<file path="src/rtl/req_arbiter_fsm.sv">
// Three-way request arbiter: grant, hold, forced release on timeout, one-cycle turnaround gap.
// Latency: req sampled in IDLE -> registered gnt one clock later; gnt-low gap of 2 cycles between grants.
// Backpressure: owner holds req to keep the grant; non-owners wait (no preemption) until the gap/idle cycle.
//
// Ports:
//   clk     rising-edge clock
//   rst     asynchronous active-high reset
//   req     request vector, req[0]=a, req[1]=b, req[2]=c
//   gnt     registered one-hot grant, zero when nobody owns the resource
//   gnt_id  index of current owner, 0 when idle
//   busy    high while a grant is active (== |gnt)
//   timeout one-cycle pulse in the gap cycle after a forced release
module req_arbiter_fsm #(
    parameter int RR_MODE  = 0,   // 0: fixed priority req[0] highest, 1: round-robin
    parameter int MAX_HOLD = 8    // max grant length in cycles, 0 disables the timeout
) (
    input  logic       clk,
    input  logic       rst,
    input  logic [2:0] req,
    output logic [2:0] gnt,
    output logic [1:0] gnt_id,
    output logic       busy,
    output logic       timeout
);

    localparam int HW = (MAX_HOLD < 1) ? 1 : $clog2(MAX_HOLD + 1);
    localparam logic [HW-1:0] HOLD_LAST = HW'((MAX_HOLD > 0) ? (MAX_HOLD - 1) : 0);

    typedef enum logic [1:0] {IDLE, GRANT, GAP} state_t;

    state_t        state, state_nxt;
    logic [HW-1:0] hold_cnt, hold_cnt_nxt;
    logic [1:0]    owner, owner_nxt;       // survives into GAP, unlike gnt_id
    logic [1:0]    rr_last, rr_last_nxt;
    logic          mask_vld, mask_vld_nxt; // last grant was force-released
    logic [1:0]    mask_idx, mask_idx_nxt;
    logic [2:0]    gnt_nxt;
    logic [1:0]    gnt_id_nxt;
    logic          busy_nxt, timeout_nxt;
    logic [2:0]    cand;
    logic [1:0]    win;

    // Candidates loop from lowest to highest priority so the last hit wins.
    function automatic logic [1:0] pick(input logic [2:0] r, input logic [1:0] last);
        logic [1:0] p;
        p = 2'd0;
        if (RR_MODE == 0) begin
            for (int j = 2; j >= 0; j--)
                if (r[j]) p = 2'(j);
        end else begin
            for (int i = 3; i >= 1; i--) begin
                int j;
                j = (int'(last) + i) % 3;
                if (r[j]) p = 2'(j);
            end
        end
        return p;
    endfunction

    // The timed-out requester sits out one arbitration, but only if someone else is waiting.
    always_comb begin
        cand = req;
        if (mask_vld && ((req & ~(3'b001 << mask_idx)) != 3'b000))
            cand = req & ~(3'b001 << mask_idx);
        win = pick(cand, rr_last);
    end

    always_comb begin
        state_nxt    = state;
        hold_cnt_nxt = hold_cnt;
        owner_nxt    = owner;
        rr_last_nxt  = rr_last;
        mask_vld_nxt = mask_vld;
        mask_idx_nxt = mask_idx;
        gnt_nxt      = gnt;
        gnt_id_nxt   = gnt_id;
        busy_nxt     = busy;
        timeout_nxt  = 1'b0;

        case (state)
            IDLE: begin
                gnt_nxt    = 3'b000;
                gnt_id_nxt = 2'd0;
                busy_nxt   = 1'b0;
                if (req != 3'b000) begin
                    state_nxt    = GRANT;
                    gnt_nxt      = 3'b001 << win;
                    gnt_id_nxt   = win;
                    owner_nxt    = win;
                    busy_nxt     = 1'b1;
                    hold_cnt_nxt = '0;
                    mask_vld_nxt = 1'b0;
                end
            end
            GRANT: begin
                if (hold_cnt != '1)
                    hold_cnt_nxt = hold_cnt + 1'b1;
                // A release on the timeout cycle is a normal release: checked first.
                if (!req[owner]) begin
                    state_nxt    = GAP;
                    gnt_nxt      = 3'b000;
                    gnt_id_nxt   = 2'd0;
                    busy_nxt     = 1'b0;
                    mask_vld_nxt = 1'b0;
                end else if ((MAX_HOLD != 0) && (hold_cnt == HOLD_LAST)) begin
                    state_nxt    = GAP;
                    gnt_nxt      = 3'b000;
                    gnt_id_nxt   = 2'd0;
                    busy_nxt     = 1'b0;
                    timeout_nxt  = 1'b1;
                    mask_vld_nxt = 1'b1;
                    mask_idx_nxt = owner;
                end
            end
            GAP: begin
                rr_last_nxt = owner;
                state_nxt   = IDLE;
            end
            default: begin
                state_nxt  = IDLE;
                gnt_nxt    = 3'b000;
                gnt_id_nxt = 2'd0;
                busy_nxt   = 1'b0;
            end
        endcase
    end

    always_ff @(posedge clk or posedge rst) begin
        if (rst) begin
            state    <= IDLE;
            hold_cnt <= '0;
            owner    <= 2'd0;
            rr_last  <= 2'd2;
            mask_vld <= 1'b0;
            mask_idx <= 2'd0;
            gnt      <= 3'b000;
            gnt_id   <= 2'd0;
            busy     <= 1'b0;
            timeout  <= 1'b0;
        end else begin
            state    <= state_nxt;
            hold_cnt <= hold_cnt_nxt;
            owner    <= owner_nxt;
            rr_last  <= rr_last_nxt;
            mask_vld <= mask_vld_nxt;
            mask_idx <= mask_idx_nxt;
            gnt      <= gnt_nxt;
            gnt_id   <= gnt_id_nxt;
            busy     <= busy_nxt;
            timeout  <= timeout_nxt;
        end
    end

endmodule

</file>
<file path="config.mk">
export PLATFORM = sky130hd
export DESIGN_NAME = req_arbiter_fsm
export DESIGN_NICKNAME = d
export VERILOG_FILES = /design/src/rtl/req_arbiter_fsm.sv
export SDC_FILE = /design/constraint.sdc
export NUM_CORES = 1
export LEC_CHECK = 0
export ABC_AREA = 1
export BUFFER_PORTS_ARGS = -buffer_cell sky130_fd_sc_hd__buf_2
export CAP_MARGIN = 40
export CORE_MARGIN = 1.5
export CORE_UTILIZATION = 40
export CTS_CLUSTER_SIZE = 40
export DETAILED_ROUTE_END_ITERATION = 6
export SLEW_MARGIN = 20
export SYNTH_ARGS = -nofsm -noshare
export SYNTH_HDL_FRONTEND = slang
export SYNTH_SLANG_ARGS = --single-unit
</file>
<file path="constraint.sdc">
create_clock -name clk -period 2 [get_ports clk]
set_input_delay 0.1 -clock clk [delete_from_list [all_inputs] [get_ports clk]]
set_output_delay 0.1 -clock clk [all_outputs]
set_load 0.03 [all_outputs]
</file>
==> results.sh <==
export IMPL_status="finished, final reports clean"
export IMPL_final_seq_area_um2=450
export IMPL_first_pass_iters=4
export IMPL_slew_headroom_pct=55.0
export IMPL_drv_slew=0
export IMPL_yosysUniqueCellTypes=20
export IMPL_final_period_utilization_pct=68.9
export IMPL_synth_top_area_cell="dfrtp_1"
export IMPL_layout_commonest_cell="nand2_1"
export IMPL_layout_common_cells="35 x nand2_1, 18 x dfrtp_1, 12 x inv_1"
export IMPL_critPathCaptureType="register"
export IMPL_htree_levels=1
export IMPL_cts_tree="built"
export IMPL_antennaDiodeCount=0
export IMPL_total_power_uw=1270
export IMPL_die_h_um=49.9
export IMPL_cts_sinks=18
export IMPL_syn_num_nets=111
export IMPL_io_pins=12
export IMPL_synth_area_per_cell_um2=8.38
export IMPL_critPathKind="register to register"
export IMPL_area_growth_pct=15.4
export IMPL_grt_ovfl_total=0
export IMPL_dieArea_mm2=0.00249
export IMPL_drv_cap=0
export IMPL_worst_clock_skew_ns=0.000999
export IMPL_ant_nets=0
export IMPL_viasPerCell=4.77
export IMPL_path_clk_slew_ns=0.10
export IMPL_grt_pass1_wl_mm=3.03
export IMPL_num_vias=706
export IMPL_wl_mm=1.62
export IMPL_rsz0062_at_grt="false"
export IMPL_ir_drop_v=0.000659
export IMPL_fill_cells=201
export IMPL_cp_arrival_ns=1.59
export IMPL_tns_ns=0
export IMPL_path_max_fanout=6
export IMPL_dpl_cell_count=143
export IMPL_antenna_found_initial=0
export IMPL_coreArea_mm2=0.00202
export IMPL_finalWeightedCongestion=0.723
export IMPL_timing_final_crit_period_ns=1.38
export IMPL_drt_initial_drc_count=7
export IMPL_dp_final_hpwl_mm=1.24
export IMPL_grt_pass1_vias=719
export IMPL_p_leak_uw=0.000556
export IMPL_p_per_area_mw_per_mm2=1250
export IMPL_yosysSeqAreaShare_pct=51.2
export IMPL_clockBufferDepth=2
export IMPL_die_x_um=49.9
export IMPL_port_buffer_count=11
export IMPL_track_usage_pct=16.1
export IMPL_rows=16
export IMPL_setup_viol=0
export IMPL_hold_class="primary input to register"
export IMPL_multiInputGateArea_um2=380
export IMPL_cp_start_kind="register"
export IMPL_clk_latency_ns=0.29
export IMPL_hold_viol_final=0
export IMPL_synth_seq_cells=18
export IMPL_clockRootBuffer="clkbuf_4"
export IMPL_fin_nets=128
export IMPL_postSynthCellCount=105
export IMPL_synth_top_area_share_pct=51.2
export IMPL_ys_top_cells_by_area="dfrtp_1 51%, nand2_1 15%, inv_1 5.1%"
export IMPL_postCtsSetupBuffers=0
export IMPL_tightest_slew_ns=0.675
export IMPL_start_util_pct=43.5
export IMPL_yosys_warnings=0
export IMPL_instances_no_fill=148
export IMPL_cts_made_buffers=3
export IMPL_grt_max_degree=19
export IMPL_drive_above_1_share_pct=24.8
export IMPL_wire_per_inst_um=11.0
export IMPL_cp_required_ns=2.22
export IMPL_fmax_ghz=0.726
export IMPL_remaining_drc_errors=0
export IMPL_netlist_area_um2=880
[timing repair]
action / CTS / global route
resized for setup: 0 / 0
endpoints found under the setup margin: 0 / 0
endpoints found under the hold margin: 18 / 0
hold buffers: 1 / 0
[path summary, 6_finish.rpt]
path,cells after the start,slack [ns],to,start
setup reg to reg,8,0.62,gnt[0],hold_cnt[0]
max in group asynchronous,3,1.14,gnt[0],rst
setup / recovery,8,0.62,gnt[0],hold_cnt[0]
hold reg to reg,2,0.48,busy,busy
hold / removal,4,0.18,owner[0],req[0]
min in group asynchronous,3,0.44,hold_cnt[1],rst
[routing by layer]
layer | vias up | part of all wire, % | global-route usage (%)
li1 | 365 | - | -
met1 | 325 | 48 | 20.8
met2 | 11 | 47 | 26.4
met3 | 5 | 2.6 | 2.73
met4 | 0 | 2.2 | 6.94
met5 | - | 0 | 0
[registers in the layout (all words and copies together), names as in the netlist]
signal	count
owner	2
state	2
busy	1
gnt	3
timeout	1
mask_idx	2
mask_vld	1
hold_cnt	4
gnt_id	2
[final cells by class]
class,instances,share of cell area (%)
Clock buffer,4,3.58
Inverter,13,4.81
Multi-Input combinational cell,74,37.5
Sequential cell,18,44.4
Tap cell,27,3.33
Timing Repair Buffer,12,6.41
[cell usage after synthesis]
cell type	number
ha_1	1
inv_1	12
nand2_2	5
nor2_2	2
o21ai_0	5
nand3_1	4
dfrtp_1	18
nor2_1	8
a31oi_1	2
o31ai_1	1
inv_2	1
a21boi_2	1
a21oi_1	2
o22ai_2	1
o21ai_2	1
nor3b_1	1
a31oi_2	1
o21ai_1	1
nand2_1	35
nand3_2	3
[critical path, cell delays in order, from the launching register on]
cell	delay, ns
dfrtp_1	0.43
ha_1	0.22
nand2_1	0.08
nor2_1	0.04
inv_1	0.10
nand3_1	0.15
nand2_2	0.15
nand2_1	0.06
o21ai_0	0.07
[stage by stage]
stage                     utilization [%]  cell area (um2)  hold slack, ns  worst slack, ns
after global routing                 50.2             1010           0.193            0.475
after floorplan                         -              880          0.0386            0.744
after global placement               47.9              968           0.227            0.685
after CTS                            50.2             1010           0.178            0.608
final                                50.2             1010           0.182            0.622
after detailed placement             47.9              968           0.229            0.636
[report_power, final]
group          total, uW  switching (uW)  internal (uW)
clock                223             112            111
combinational        489             335            154
sequential           561            89.5            472
total               1270             536            737
[cell families after synthesis]
logic type | after synthesis | synth area share, %
adders and majority gates | 1 | 1.42
AOI/OAI and AO/OA | 15 | 11.9
and+or+nand+nor | 58 | 29.9
DFF | 18 | 51.2
buffers and inverters | 13 | 5.55
Power figures use the tool's default switching activity.
